## src/rtl/move_entry_ctrl.sv

```systemverilog
// move_entry_ctrl
// Front-end for the tic-tac-toe game core. It debounces three raw push-buttons
// (left, right, select) and keeps a cursor over the 9-cell board. When the
// player selects an empty cell, it hands the core a full-board move vector and
// a one-cycle OK pulse. Selecting an occupied cell raises a one-cycle reject
// pulse instead, and no move is sent.
//
// Ports:
//   clk        system clock, rising edge
//   reset      synchronous, active-high reset
//   btn_left   raw button, cursor index-1 (wraps 0 -> 8)
//   btn_right  raw button, cursor index+1 (wraps 8 -> 0)
//   btn_sel    raw button, place mark at cursor
//   turn       current player from core: 01 = A, 10 = B, other = no play
//   A_state    committed A cells from core
//   B_state    committed B cells from core
//   A_move     full-board A vector to core (pass-through while idle)
//   B_move     full-board B vector to core (pass-through while idle)
//   OK_btn     one-cycle commit pulse to core
//   cursor     cursor cell index 0..8
//   reject     one-cycle pulse: select on an occupied cell
//   busy       high while a move is being committed/held
module move_entry_ctrl #(
  parameter int DEBOUNCE_CYCLES = 4,
  parameter int HOLD_CYCLES     = 2
) (
  input  logic       clk,
  input  logic       reset,
  input  logic       btn_left,
  input  logic       btn_right,
  input  logic       btn_sel,
  input  logic [1:0] turn,
  input  logic [8:0] A_state,
  input  logic [8:0] B_state,
  output logic [8:0] A_move,
  output logic [8:0] B_move,
  output logic       OK_btn,
  output logic [3:0] cursor,
  output logic       reject,
  output logic       busy
);

  localparam int DW = $clog2(DEBOUNCE_CYCLES + 1);
  localparam int HW = $clog2(HOLD_CYCLES + 1);
  localparam logic [DW-1:0] DB_LAST   = DW'(DEBOUNCE_CYCLES - 1);
  localparam logic [HW-1:0] HOLD_LAST = HW'(HOLD_CYCLES - 1);

  typedef enum logic [1:0] {IDLE, COMMIT, HOLD} state_t;

  // Bit order for the button vectors: [0] = left, [1] = right, [2] = select.
  logic [2:0]    raw;
  logic [2:0]    stable;
  logic [2:0]    stable_d;
  logic [2:0]    press;
  logic [DW-1:0] db_cnt [3];

  assign raw = {btn_sel, btn_right, btn_left};

  // A raw level must differ from the stable level on DEBOUNCE_CYCLES
  // consecutive edges before the stable level flips. The press pulse is
  // registered from the stable rising edge, which adds one cycle of latency.
  // NOTE: sequential state uses non-blocking (<=) so every flop samples
  // pre-edge values; blocking here would create order-dependent races.
  always_ff @(posedge clk) begin
    if (reset) begin
      stable   <= '0;
      stable_d <= '0;
      press    <= '0;
      for (int i = 0; i < 3; i++) db_cnt[i] <= '0;
    end else begin
      stable_d <= stable;
      press    <= stable & ~stable_d;
      for (int i = 0; i < 3; i++) begin
        if (raw[i] == stable[i]) begin
          db_cnt[i] <= '0;
        end else if (db_cnt[i] == DB_LAST) begin
          stable[i] <= raw[i];
          db_cnt[i] <= '0;
        end else begin
          db_cnt[i] <= db_cnt[i] + DW'(1);
        end
      end
    end
  end

  state_t        state;
  logic [8:0]    staged_a;
  logic [8:0]    staged_b;
  logic [HW-1:0] hold_cnt;
  logic [8:0]    cell_mask;
  logic          occupied;
  logic          turn_valid;

  assign cell_mask  = 9'b1 << cursor;
  assign occupied   = |((A_state | B_state) & cell_mask);
  assign turn_valid = (turn == 2'b01) || (turn == 2'b10);

  // Staged vectors are only ever driven outside IDLE. Reset forces IDLE, so
  // an aborted move is never re-presented to the core.
  assign A_move = (state == IDLE) ? A_state : staged_a;
  assign B_move = (state == IDLE) ? B_state : staged_b;

  // OK_btn, reject and busy are set here on the same edge as the state
  // change, so none of them has a combinational path from the inputs.
  always_ff @(posedge clk) begin
    if (reset) begin
      state    <= IDLE;
      cursor   <= 4'd4;
      OK_btn   <= 1'b0;
      reject   <= 1'b0;
      busy     <= 1'b0;
      staged_a <= '0;
      staged_b <= '0;
      hold_cnt <= '0;
    end else begin
      OK_btn <= 1'b0;
      reject <= 1'b0;
      unique case (state)
        IDLE: begin
          // A select press wins: it acts on the pre-move cursor and swallows
          // any left/right press that arrives in the same cycle.
          if (press[2]) begin
            if (turn_valid) begin
              if (occupied) begin
                reject <= 1'b1;
              end else begin
                staged_a <= A_state | ((turn == 2'b01) ? cell_mask : 9'b0);
                staged_b <= B_state | ((turn == 2'b10) ? cell_mask : 9'b0);
                OK_btn   <= 1'b1;
                busy     <= 1'b1;
                state    <= COMMIT;
              end
            end
          end else if (press[0] && !press[1]) begin
            cursor <= (cursor == 4'd0) ? 4'd8 : cursor - 4'd1;
          end else if (press[1] && !press[0]) begin
            cursor <= (cursor == 4'd8) ? 4'd0 : cursor + 4'd1;
          end
        end
        COMMIT: begin
          hold_cnt <= '0;
          state    <= HOLD;
        end
        HOLD: begin
          if (hold_cnt == HOLD_LAST) begin
            busy  <= 1'b0;
            state <= IDLE;
          end else begin
            hold_cnt <= hold_cnt + HW'(1);
          end
        end
        default: begin
          busy  <= 1'b0;
          state <= IDLE;
        end
      endcase
    end
  end

endmodule
```

## config.mk

```make
export PLATFORM = sky130hd
export DESIGN_NAME = move_entry_ctrl
export DESIGN_NICKNAME = d
export VERILOG_FILES = /design/src/rtl/move_entry_ctrl.sv
export SDC_FILE = /design/constraint.sdc
export NUM_CORES = 1
export LEC_CHECK = 0
export CORE_MARGIN = 8
export CORE_UTILIZATION = 38
export CTS_CLUSTER_SIZE = 25
export DETAILED_ROUTE_END_ITERATION = 10
export MAX_ROUTING_LAYER = met4
export PLACE_DENSITY = 0.68
export SYNTH_ARGS = -nofsm -noshare
export SYNTH_HDL_FRONTEND = slang
export SYNTH_SLANG_ARGS = --single-unit
```

## constraint.sdc

```tcl
create_clock -name clk -period 2.8 [get_ports clk]
set_input_delay 0.42 -clock clk [delete_from_list [all_inputs] [get_ports clk]]
set_output_delay 0.42 -clock clk [all_outputs]
set_load 0.01 [all_outputs]
```

**Word level (Yosys, flattened, before mapping)**

Memories as Yosys holds them, arrays and structs flattened.
Cells that the tools add are included.
Widths: inputs -> output; s select.

- Bits in registers: 38
- Bits in writable memories: 9
- Input bits: 25
- Logic and storage cells: 146
- Memories: 1

- Add/sub/neg operators: 6
- Equality and inequality tests: 17
- Shift operators: 1
- Mux-type cells: 66
- Bitwise operators: 23
- Reduce and logical (&&, ||, !) cells: 19

Memory list:

| name | words | bits a word | read ports | clocked after memory_dff | write ports | RTL line | text |
|---|---|---|---|---|---|---|---|
| db_cnt | 3 | 3 | 3 | 0 | 3 | 55 | `logic [DW-1:0] db_cnt [3];` |

Operator list:

| kind | count |
|---|---|
| $mux 1 | 41 |
| $mux 9 | 4 |
| $mux 3 | 9 |
| $or 9x9->9 | 3 |
| $mux 4 | 4 |
| $mux 2 | 5 |
| $ne 2x2->1 const B | 5 |
| $add 3x1->3 const B | 3 |
| $and 9x9->9 | 1 |
| $eq 3x2->1 const B | 3 |
| $or 1x1->1 | 9 |
| $reduce_or 9->1 | 1 |
| $shl 1x4->9 const A | 1 |
| $not 1->1 | 8 |
| $reduce_and 2->1 | 4 |
| $reduce_and 4->1 | 2 |
| $eq 2x1->1 const B | 3 |
| $pmux 2 s3 | 1 |
| $reduce_and 5->1 | 1 |
| $add 4x1->4 const B | 1 |
| $eq 2x2->1 const B | 2 |
| $eq 4x4->1 const B | 1 |
| $logic_not 4->1 | 1 |
| $pmux 2 s2 | 1 |
| other kinds (13) | 18 |

**Longest topological paths before layout**

- Word-level depth: 7
- Depth in mapped cells: 10

**Worst setup path before layout**

OpenSTA, ideal clock, no wires.

- Kind: reg-to-reg
- Start: register cursor[0]
- End: register staged_a[1]
- Setup time: 0.142 ns
- Arrival: 2.031 ns
- Required time: 2.658 ns
- Path slack: 0.627 ns
- Stages on the path, launching flop included: 10
- Path buffers: 2
- Period minus slack after synthesis: 2.173 ns
- Cells stage by stage: dfxtp_1 -> inv_1 -> ha_1 -> clkbuf_1 -> and3b_1 -> a32oi_1 -> nand4_1 -> nor2_4 -> buf_6 -> a211oi_2

- Cells in the longest elaborated chain, start to end: 5
- Elaborated cells between the ends (all ways): 7
- Those cells by class: shift (1); mux (1); bitwise (3); reduce/logical (2)

RTL lines:

| what | RTL line | text |
|---|---|---|
| start: declaration | 38 | `output logic [3:0] cursor,` |
| start signal: assignment | 135 | `cursor <= (cursor == 4'd0) ? 4'd8 : cursor - 4'd1;` |
| start signal: assignment | 137 | `cursor <= (cursor == 4'd8) ? 4'd0 : cursor + 4'd1;` |
| $shl 1x4->9 * | 94 | `assign cell_mask = 9'b1 << cursor;` |
| $and 9x9->9 | 95 | `assign occupied = \|((A_state \| B_state) & cell_mask);` |
| $reduce_or 9->1 | 95 |  |
| $not 1->1 (no line) | n/a |  |
| $reduce_and 4->1 (no line) | n/a |  |
| end signal: assignment | 127 | `staged_a <= A_state \| ((turn == 2'b01) ? cell_mask : 9'b0);` |
| end: declaration | 87 | `logic [8:0] staged_a;` |

Mark *: on every way between the ends. The rest lies on a longest branch, timed or not.
A chain may end at the register's enable or synchronous reset.

**Worst setup path in the final report**

- Start: register cursor[0]
- End: register staged_b[7]

- Cells in the longest elaborated chain, start to end: 5
- Elaborated cells between the ends (all ways): 7
- Those cells by class: shift (1); mux (1); bitwise (3); reduce/logical (2)

RTL lines:

| what | RTL line | text |
|---|---|---|
| $shl 1x4->9 * | 94 |  |
| $and 9x9->9 | 95 |  |
| $reduce_or 9->1 | 95 |  |
| $not 1->1 (no line) | n/a |  |
| $reduce_and 4->1 (no line) | n/a |  |
| end signal: assignment | 128 | `staged_b <= B_state \| ((turn == 2'b10) ? cell_mask : 9'b0);` |
| end: declaration | 88 | `logic [8:0] staged_b;` |

Marks and branches as above.

==> out/qor.yml <==
run_status:
  outcome: "complete, no violations"
clock_network:
  cts_made_buffers: 5
  cts_tree: "built"
  postCtsSetupRepairBufs: 0
  cts.htree.levels: 2
  cts_buffer_depth: 2
  clkTransAtPathRegs_ns: 0.09
  clock_sink_count: 47
  cts_root_buf: "clkbuf_8"
  clkLatencyLatePin_ns: 0.31
power_and_ir_drop:
  comb_power_share_pct: 16.1
  sw_frac_of_total_pct: 27.02
  p_leak_nw: 1.236
  p_total_mw: 1.359
  ir_worst_vdd_mv: 0.2916
  p_seq_share_pct: 52.4
  clock_power_share_pct: 31.5
  power_density_nw_per_um2: 410.9
  internal_power_mw: 0.9920
  switching_power_mw: 0.3674
critical_path:
  crit_path_start_kind: "flop"
  path_class: "reg2reg"
  cp-end-kind: "flop"
  path_max_fanout: 19
  worstPathRequired_ns: 3.02
  critPathArrivalTime_ns: 2.76
timing:
  finalSetupViolations: 0
  rsz0062_at_grt: "no"
  worst_pin_slew_ns: 0.5574
  max_clock_freq_mhz: 394.3
  slew_headroom_pct: 62.76
  fin_crit_sh_pct: 90.59
  drv_slew: 0
  finalHoldViolCount: 0
  finalSetupTns_ns: 0
  clock_skew_ns: 0.005216
  timing.final.crit_period_ns: 2.536
  whs_ns: 0.3837
route:
  routed_wl_um: 6241
  wl_per_cell_um: 15.33
  first_pass_iters: 4
  via_count: 2167
  drtIter0Drc: 147
  drc: 0
  ant_nets: 0
  vias_per_cell: 5.324
die:
  initial_core_util_pct: 39.11
  die_x_um: 99.39
  coreArea_um2: 6756
  die_h_um: 99.39
  die-area_um2: 9878
  num_rows: 30
  io_pins: 50
yosys:
  yosys-mux-area-fraction_pct: 8.807
  synth_ff_type: "dfxtp_1"
  synth-compound-area-share_pct: 22.63
  synth-seq-area-share_pct: 39.02
  synthSimpleGateAreaFrac_pct: 13.12
  synthCells: 271
  synth.distinct_cells: 47
  yosys.area_share.adder_pct: 8.049
  synth_xor_area_share_pct: 1.326
  syn_avg_cell_area_um2: 9.751
  syn_area_um2: 2643
  yosysWarnings: 0
  synth_top_family_by_area: "compound AO/OA/AOI/OAI gates"
  synth_edf_count: 9
  ys_ff_latch: 47
  synthArstFlopShare_pct: 0
cells_and_area:
  syn_to_final_growth_pct: 25.19
  drive_gt1_share_pct: 19.27
  nets: 368
  antenna_cells: 0
  stdcell_count: 407
  final_area_um2: 3308
placed_design:
  port_buffers: 49
  routabilityCongestion: 0.8987
  dp.cells: 399
  placed_area_um2: 3216
  post-dp-hpwl_um: 4559
grt:
  grt_max_degree: 32
  grt_use_total_pct: 13.18
  grt-ovfl-total: 0
  grt_pass1_vias: 2128
  grt_pass1_wl_um: 10460
  antenna_found_initial: 0
job:
  maxCapViolations: 0
min_path:
  min_path_type: "reg2reg"
-- critical path, cell delays in order, from the launching register on --
cell and delay [ns]:
dfxtp_1 0.47, inv_1 0.18, ha_1 0.28, nor3b_1 0.19, a222oi_1 0.31, and4_2 0.65, a21oi_1 0.14, a211oi_1 0.23
-- logic make-up (layout without fill, tap and decap cells) --
logic type,count (synthesis),after routing
xor+xnor,4,4
other cells,1,9
fa+ha+maj,17,17
mux,21,21
simple gates,62,62
compound gates,83,83
flops,47,47
buf+inv,36,84
-- flip-flops by register name, summed over array words and instances (netlist names) --
signal,cells
staged_a,9
state,2
staged_b,9
press,3
reject,1
OK_btn,1
hold_cnt,2
cursor,4
busy,1
db_cnt,9
stable,3
stable_d,3
-- per-stage QoR --
step                util [%]  worst slack (ns)
floorplan                  -            0.6275
global placement       47.59           0.01355
detailed placement     47.59          -0.05126
CTS                    48.94          0.008389
global route           48.96           0.05072
finish                 48.96            0.2636
-- worst paths after layout --
path | startpoint | endpoint | slack [ns] | depth (start not counted)
worst max-delay path | cursor[0] | staged_b[7] | 0.26 | 7
worst min-delay path | stable_d[0] | press[0] | 0.38 | 1
worst max register to register | cursor[0] | staged_b[7] | 0.26 | 7
worst min register to register | stable_d[0] | press[0] | 0.38 | 1
-- layer usage --
layer	routed length, um	share of wire, %	GRT usage, %	up-vias
li1	-	-	-	1085
met3	425	6.8	3.561	9
met4	89	1.4	4.075	0
met1	2922	47	16.46	1009
met5	0	0	-	-
met2	2803	45	20.25	64
-- repair_timing --
| action | in CTS | in global routing |
|---|---|---|
| resized for setup | 0 | 1 |
| setup endpoints to repair | 0 | 18 |
| hold buffers | 0 | 0 |
-- power groups by stage --
stage	clock [mW]	combinational [mW]	sequential, mW
after floorplan	0	0.129	0.727
after global placement	0	0.216	0.727
after detailed placement	0	0.217	0.728
after CTS	0.441	0.219	0.712
after global routing	0.472	0.239	0.714
final	0.429	0.219	0.712
-- cell usage after synthesis (3+ instances only) --
cell,number,area (um2)
mux2i_1,3,30.03
nor2b_1,9,56.30
nand2_1,5,18.77
or2_2,6,37.54
clkbuf_1,7,26.28
buf_6,3,33.78
o21ai_0,8,40.04
buf_2,4,20.02
a21oi_2,9,78.83
a211oi_2,9,112.6
nor3_1,9,45.04
a21oi_1,25,125.1
edfxtp_1,9,270.3
mux2_2,18,202.7
dfxtp_1,38,760.7
xnor2_1,3,26.28
ha_1,17,212.7
or3_1,3,18.77
nor2_1,19,71.32
a31oi_1,9,56.30
inv_1,18,67.56
a211oi_1,12,90.09
-- area by class of cell --
class | count | area, um2
Fill cell | 639 | 3448
Tap cell | 80 | 100.1
Sequential cell | 47 | 1031
Timing Repair Buffer | 58 | 558.0
Clock inverter | 3 | 22.52
Inverter | 18 | 67.56
Multi-Input combinational cell | 196 | 1460
Clock buffer | 5 | 68.82
-- placed cells by master, fill, tap and decap left out, types with 2 or more instances in the layout --
cell type	synthesis	final
nor3b_1	2	2
a21oi_2	9	9
or2_2	6	6
inv_6	0	2
a21oi_1	25	25
a211oi_2	9	9
ha_1	17	17
clkdlybuf4s50_1	0	49
conb_1	1	9
mux2_2	18	18
xnor2_1	3	3
mux2i_1	3	3
or3_1	3	3
inv_1	18	18
a31oi_1	9	9
edfxtp_1	9	9
o21ai_0	8	8
nor2b_1	9	9
a32oi_1	2	2
nor2_1	19	19
nand2_1	5	5
buf_4	1	9
dfxtp_1	38	38
clkbuf_8	0	5
nor3_1	9	9
a211oi_1	12	12
Note: power is estimated with default switching activity, not from simulation.
